**src/rtl/payload_streamer_if.sv**
```systemverilog
// Load and output handshake bundle for payload_streamer.
// The master side supplies load tuples and consumes output tuples; the streamer is the slave.
interface payload_streamer_if #(
  parameter int ITEM_WIDTH = 8,
  parameter int CHANNELS   = 2
);
  logic                           load_valid;
  logic                           load_ready;
  logic [CHANNELS*ITEM_WIDTH-1:0] load_data;
  logic                           load_last;
  logic                           out_valid;
  logic                           out_ready;
  logic [CHANNELS*ITEM_WIDTH-1:0] out_data;

  modport master (
    output load_valid, load_data, load_last, out_ready,
    input  load_ready, out_valid, out_data
  );

  modport slave (
    input  load_valid, load_data, load_last, out_ready,
    output load_ready, out_valid, out_data
  );
endinterface

```
**src/rtl/payload_streamer.sv**
```systemverilog
// Buffers a batch of multi-channel tuples, then replays the batch REPEAT times
// downstream before returning to idle for the next batch.
module payload_streamer #(
  parameter int NUM        = 100,
  parameter int ITEM_WIDTH = 8,
  parameter int CHANNELS   = 2,
  parameter int REPEAT     = 1
) (
  input  logic                 clk_i,
  input  logic                 reset_ni,
  payload_streamer_if.slave    bus,
  output logic                 xmit_en_o,
  output logic [15:0]          batch_cnt_o
);

  localparam int W      = CHANNELS * ITEM_WIDTH;
  localparam int PTR_W  = (NUM > 1) ? $clog2(NUM) : 1;
  localparam int REP    = (REPEAT < 1) ? 1 : REPEAT;
  localparam int PASS_W = (REP > 1) ? $clog2(REP) : 1;
  localparam logic [PTR_W-1:0]  LAST_IDX  = PTR_W'(NUM - 1);
  localparam logic [PASS_W-1:0] LAST_PASS = PASS_W'(REP - 1);

  typedef enum logic [1:0] {
    IDLE,
    LOAD,
    SEND
  } state_t;

  state_t            state_q, state_d;
  logic [PTR_W-1:0]  wr_ptr_q, wr_ptr_d;
  logic [PTR_W-1:0]  rd_ptr_q, rd_ptr_d;
  logic [PTR_W-1:0]  last_q, last_d;
  logic [PASS_W-1:0] pass_q, pass_d;
  logic [15:0]       batch_cnt_q, batch_cnt_d;
  logic [W-1:0]      buffer [NUM];
  logic              load_fire;
  logic              out_fire;
  logic              wr_en;
  logic [PTR_W-1:0]  wr_addr;

  assign bus.load_ready = (state_q != SEND);
  assign bus.out_valid  = (state_q == SEND);
  assign bus.out_data   = buffer[rd_ptr_q];
  assign xmit_en_o      = (state_q == IDLE);
  assign batch_cnt_o    = batch_cnt_q;

  assign load_fire = bus.load_valid && (state_q != SEND);
  assign out_fire  = bus.out_ready && (state_q == SEND);

  always_comb begin
    state_d     = state_q;
    wr_ptr_d    = wr_ptr_q;
    rd_ptr_d    = rd_ptr_q;
    last_d      = last_q;
    pass_d      = pass_q;
    batch_cnt_d = batch_cnt_q;
    wr_en       = 1'b0;
    wr_addr     = wr_ptr_q;

    case (state_q)
      IDLE: begin
        if (load_fire) begin
          wr_en    = 1'b1;
          wr_addr  = '0;
          wr_ptr_d = PTR_W'(1);
          rd_ptr_d = '0;
          pass_d   = '0;
          if (bus.load_last || (NUM == 1)) begin
            state_d = SEND;
            last_d  = '0;
          end else begin
            state_d = LOAD;
          end
        end
      end

      LOAD: begin
        // A full buffer closes the batch just like an explicit last marker.
        if (load_fire) begin
          wr_en = 1'b1;
          if (bus.load_last || (wr_ptr_q == LAST_IDX)) begin
            state_d = SEND;
            last_d  = wr_ptr_q;
          end else begin
            wr_ptr_d = wr_ptr_q + 1'b1;
          end
        end
      end

      SEND: begin
        if (out_fire) begin
          if (rd_ptr_q == last_q) begin
            rd_ptr_d = '0;
            if (pass_q == LAST_PASS) begin
              state_d     = IDLE;
              pass_d      = '0;
              batch_cnt_d = batch_cnt_q + 16'd1;
            end else begin
              pass_d = pass_q + 1'b1;
            end
          end else begin
            rd_ptr_d = rd_ptr_q + 1'b1;
          end
        end
      end

      default: state_d = IDLE;
    endcase
  end

  always_ff @(posedge clk_i or negedge reset_ni) begin
    if (!reset_ni) begin
      state_q     <= IDLE;
      wr_ptr_q    <= '0;
      rd_ptr_q    <= '0;
      last_q      <= '0;
      pass_q      <= '0;
      batch_cnt_q <= '0;
    end else begin
      state_q     <= state_d;
      wr_ptr_q    <= wr_ptr_d;
      rd_ptr_q    <= rd_ptr_d;
      last_q      <= last_d;
      pass_q      <= pass_d;
      batch_cnt_q <= batch_cnt_d;
    end
  end

  // Tuple storage survives reset; only the control state is cleared.
  always_ff @(posedge clk_i) begin
    if (wr_en) begin
      buffer[wr_addr] <= bus.load_data;
    end
  end

endmodule

```
**src/flat_wrapper.sv**
```systemverilog
// flat-port wrapper written by rule: the top's interface ports become plain ports
module payload_streamer_flat 
#(
  parameter int NUM        = 100,
  parameter int ITEM_WIDTH = 8,
  parameter int CHANNELS   = 2,
  parameter int REPEAT     = 1
)
  (clk_i, reset_ni, xmit_en_o, batch_cnt_o, bus_load_valid, bus_load_data, bus_load_last, bus_out_ready, bus_load_ready, bus_out_valid, bus_out_data);
  payload_streamer_if #(.ITEM_WIDTH(ITEM_WIDTH), .CHANNELS(CHANNELS)) bus_i ();
  input  logic clk_i;
  input  logic reset_ni;
  output logic xmit_en_o;
  output logic [15:0] batch_cnt_o;
  input wire logic [$bits(bus_i.load_valid)-1:0] bus_load_valid;
  input wire logic [$bits(bus_i.load_data)-1:0] bus_load_data;
  input wire logic [$bits(bus_i.load_last)-1:0] bus_load_last;
  input wire logic [$bits(bus_i.out_ready)-1:0] bus_out_ready;
  output wire logic [$bits(bus_i.load_ready)-1:0] bus_load_ready;
  output wire logic [$bits(bus_i.out_valid)-1:0] bus_out_valid;
  output wire logic [$bits(bus_i.out_data)-1:0] bus_out_data;
  assign bus_i.load_valid = bus_load_valid;
  assign bus_i.load_data = bus_load_data;
  assign bus_i.load_last = bus_load_last;
  assign bus_i.out_ready = bus_out_ready;
  assign bus_load_ready = bus_i.load_ready;
  assign bus_out_valid = bus_i.out_valid;
  assign bus_out_data = bus_i.out_data;
  payload_streamer #(.NUM(NUM), .ITEM_WIDTH(ITEM_WIDTH), .CHANNELS(CHANNELS), .REPEAT(REPEAT)) u_core (.clk_i(clk_i), .reset_ni(reset_ni), .bus(bus_i), .xmit_en_o(xmit_en_o), .batch_cnt_o(batch_cnt_o));
endmodule
```
**config.mk**
```make
export PLATFORM = sky130hd
export DESIGN_NAME = payload_streamer_flat
export DESIGN_NICKNAME = d
export VERILOG_FILES = /design/src/rtl/payload_streamer_if.sv /design/src/rtl/payload_streamer.sv /design/src/flat_wrapper.sv
export SDC_FILE = /design/constraint.sdc
export NUM_CORES = 2
export LEC_CHECK = 0
export ABC_AREA = 0
export BUFFER_PORTS_ARGS = -buffer_cell sky130_fd_sc_hd__buf_2
export CAP_MARGIN = 25
export CORE_ASPECT_RATIO = 2
export CORE_MARGIN = 2
export CORE_UTILIZATION = 30
export CTS_CLUSTER_DIAMETER = 30
export DETAILED_ROUTE_END_ITERATION = 8
export SYNTH_ARGS = -nofsm -noshare
export SYNTH_HDL_FRONTEND = slang
export SYNTH_SLANG_ARGS = --single-unit
```
**constraint.sdc**
```tcl
create_clock -name clk_i -period 2.4 [get_ports clk_i]
set_clock_uncertainty 0.1 [all_clocks]
set_input_delay 0.24 -clock clk_i [delete_from_list [all_inputs] [get_ports clk_i]]
set_output_delay 0.24 -clock clk_i [all_outputs]
set_load 0.02 [all_outputs]
```
==> reports/qor.txt <==
Worst Setup Path Type = register to output port
Commonest cells after routing, fill and taps aside = 1,600 x edfxtp_1, 389 x buf_4, 369 x mux2i_1
TritonCTS clock tree = yes
Die Span Y = 656.8 microns
Met2 usage = 32.03%
Starting Density = 30.19%
I/O Pins = 56
Final Hold Viols = 0
Num Clock Sinks = 1,639
Total grt overflow = 0
Fin crit share = 161.9%
CP startpoint = u_core.rd_ptr_q[0]
GRT busiest layer = met2
Startpoint types = register
Failing checks = setup timing
Clock-pin transition on the worst setup and hold timing paths = 70 ps
Fin worst setup slack = -1486 ps
Most used DFF post-synth = edfxtp_1
Rel. slew slack = 39.89%
Max Freq = 0.2573 GHz
Synthesized flop and latch total = 1,639
DR vias/cell = 5.016
Width of the die = 330.4 microns
Ys async rst share = 2.379%
Synth unique cells = 50
Largest net degree at the start of global routing = 101
CTS Buf Count = 152
Final ANT Viol Nets = 0
R2R Setup Slk = -150 ps
Min Tclk post-route = 3886 ps
PwrDens = 919.3 nW/um^2
RSZ-0062 raised after global routing = true
Total GRT Usage = 17.36%
Share of cells above drive strength 1 = 32.60%
Final core utilization = 37.72%
Fillers = 19,200
Setup TNS = -22,730 ps
PortBufs = 55
Total wire length = 190.4 mm
CP bufs+invs = 4
Crit path max fanout = 8
Hpwl dp = 124.8 mm
Worst Hold Launch = bus_load_data[3]
Outcome = finished, violations left
DIE AREA = 217,000 sq um
Design area = 79,860 sq um
Crit-path cells = buf_12, buf_12, buf_12, mux4_2, a221o_2, a21oi_2, a31oi_2, o41a_1, buf_6
Avg Cell Area, Syn = 20.09 sq um
Worst skew pair latency = 810 ps
Met1 Track Usage GR = 17.53%
Yosys Warn Count = 0
Pins Over Slew Limit = 0
Cells after Synth = 3,182
Longest Clk Path Bufs = 4
Iter 0 DRT Violations = 3,343
CP arrival = 3550 ps
Peak supply drop = 530.1 uV
Wirelength per Cell = 28.39 microns
Area post-placement = 72,640 sq um
Worst Hold Class = primary input to register
Post-route DRC = 0
WP data required = 2060 ps
Placement Rows = 239
Number of synthesized flops with an enable pin = 1,600
Max-cap viol count = 0
Mapped cell area = 63,920 sq um
R2R Path Start = u_core.rd_ptr_q[0]
Syn_nets = 3,206
Initial antenna violation count = 11
Critical Path Max Stage Delay = 510 ps
CP most frequent cell = buf_12
GPL Wtd Cong = 0.8722
Seq/Total Area, Yosys = 76.69%
Total Power Consumption = 73.42 mW
Leakage = 24.82 nW
Total core area = 211,700 sq um
Via count = 33,640
Area Overhead vs Synth = 24.94%
Nets = 3,838
Crit path max-delay family = compound AO/OA/AOI/OAI gates
Setup Viol. Count Final = 29
First-pass GRT wire length = 264.9 mm
Clk root buf = clkbuf_16
Commonest non-fill, non-tap cell in the layout = edfxtp_1
Drt pass-1 iters = 5
Grt met3 use = 1.789%
CP Capture Type = output port
Slew @ Worst Pin = 901.6 ps
H-tree depth = 4
Critical Path Slowest Stage Cell = dfrtp_4
Final hold slack = 240.0 ps
Vias in the first global route = 35,350
[synth_stat cells (13+ instances only)]
cell | n | area, sq um
nor2_1 | 140 | 525.5
clkbuf_1 | 76 | 285.3
mux4_2 | 259 | 5833
nor3_1 | 14 | 70.07
nand3_1 | 54 | 270.3
edfxtp_1 | 1600 | 48050
a221oi_1 | 13 | 113.9
xor2_1 | 16 | 140.1
buf_4 | 38 | 285.3
a21oi_1 | 23 | 115.1
buf_2 | 51 | 255.2
mux2i_1 | 380 | 3804
nand2_1 | 91 | 341.6
nor2b_1 | 13 | 81.33
a22oi_1 | 154 | 1156
o21ai_0 | 43 | 215.2
dfrtp_1 | 39 | 975.9
inv_1 | 13 | 48.80
a31oi_1 | 17 | 106.4
[layout make-up]
| class | instances | area [sq um] | area share [%] |
|---|---|---|---|
| repair buffers | 659 | 7687 | 9.626 |
| multi-input cells | 1349 | 14670 | 18.36 |
| clock inverters | 96 | 1026 | 1.285 |
| well taps | 2771 | 3467 | 4.341 |
| diodes | 12 | 30.03 | 0.03760 |
| flip-flops and latches | 1639 | 49030 | 61.40 |
| inverters | 13 | 48.80 | 0.06110 |
| clock buffers | 167 | 3902 | 4.887 |
[report_power, final]
| part | internal (mW) | total (mW) | switching [mW] |
|---|---|---|---|
| clock | 13.3 | 24.3 | 11.0 |
| combinational | 8.80 | 17.3 | 8.48 |
| sequential | 31.6 | 31.8 | 0.181 |
[kinds of logic (layout without fill, tap and decap cells)]
family / after synthesis / in the layout / synth area share, %
flops: 1639 / 1639 / 76.69
other cells: 0 / 12 / 0
simple gates: 367 / 367 / 2.629
xor+xnor: 24 / 24 / 0.3288
fa+ha+maj: 3 / 3 / 0.05873
buf+inv: 194 / 935 / 1.586
mux: 650 / 650 / 15.32
compound gates: 305 / 305 / 3.388
[repair_timing]
item / in CTS / in global routing
gates resized for setup: 203 / 65
cloned: 16 / 2
hold endpoints to repair: 570 / 0
setup buffers: 38 / 23
endpoints found under the setup margin: 39 / 181
hold buffers: 22 / 0
pin swaps: 61 / 67
[per-stage QoR]
stage	cells	worst slack, ps
2_1_floorplan	3182	-226.8
3_3_place_gp	6343	-918.2
3_5_place_dp	6343	-998.6
4_1_cts	6678	-1482
5_1_grt	6705	-1500
6_report	6706	-1486
[state kept, by name, summed over array words and instances (netlist names)]
register / count
u_core.rd_ptr_q: 7
u_core.state_q: 2
u_core.batch_cnt_o: 16
u_core.wr_ptr_q: 7
u_core.buffer: 1600
u_core.last_q: 7
[layer usage]
layer / share of wire (%) / routed length [microns]
met2: 54 / 103200
met5: 0.012 / 23
met4: 9.2 / 17510
met1: 33 / 62260
met3: 3.9 / 7344
[final timing paths]
kind / cells after the start / to
min reg2reg: 1 / u_core.batch_cnt_o[15]
max in group asynchronous: 4 / u_core.batch_cnt_o[11]
max: 9 / bus_out_data[0]
max reg2reg: 11 / u_core.batch_cnt_o[11]
min in group asynchronous: 4 / u_core.last_q[4]
min: 2 / u_core.buffer[15][3]
Note: power is estimated with default switching activity, not from simulation.
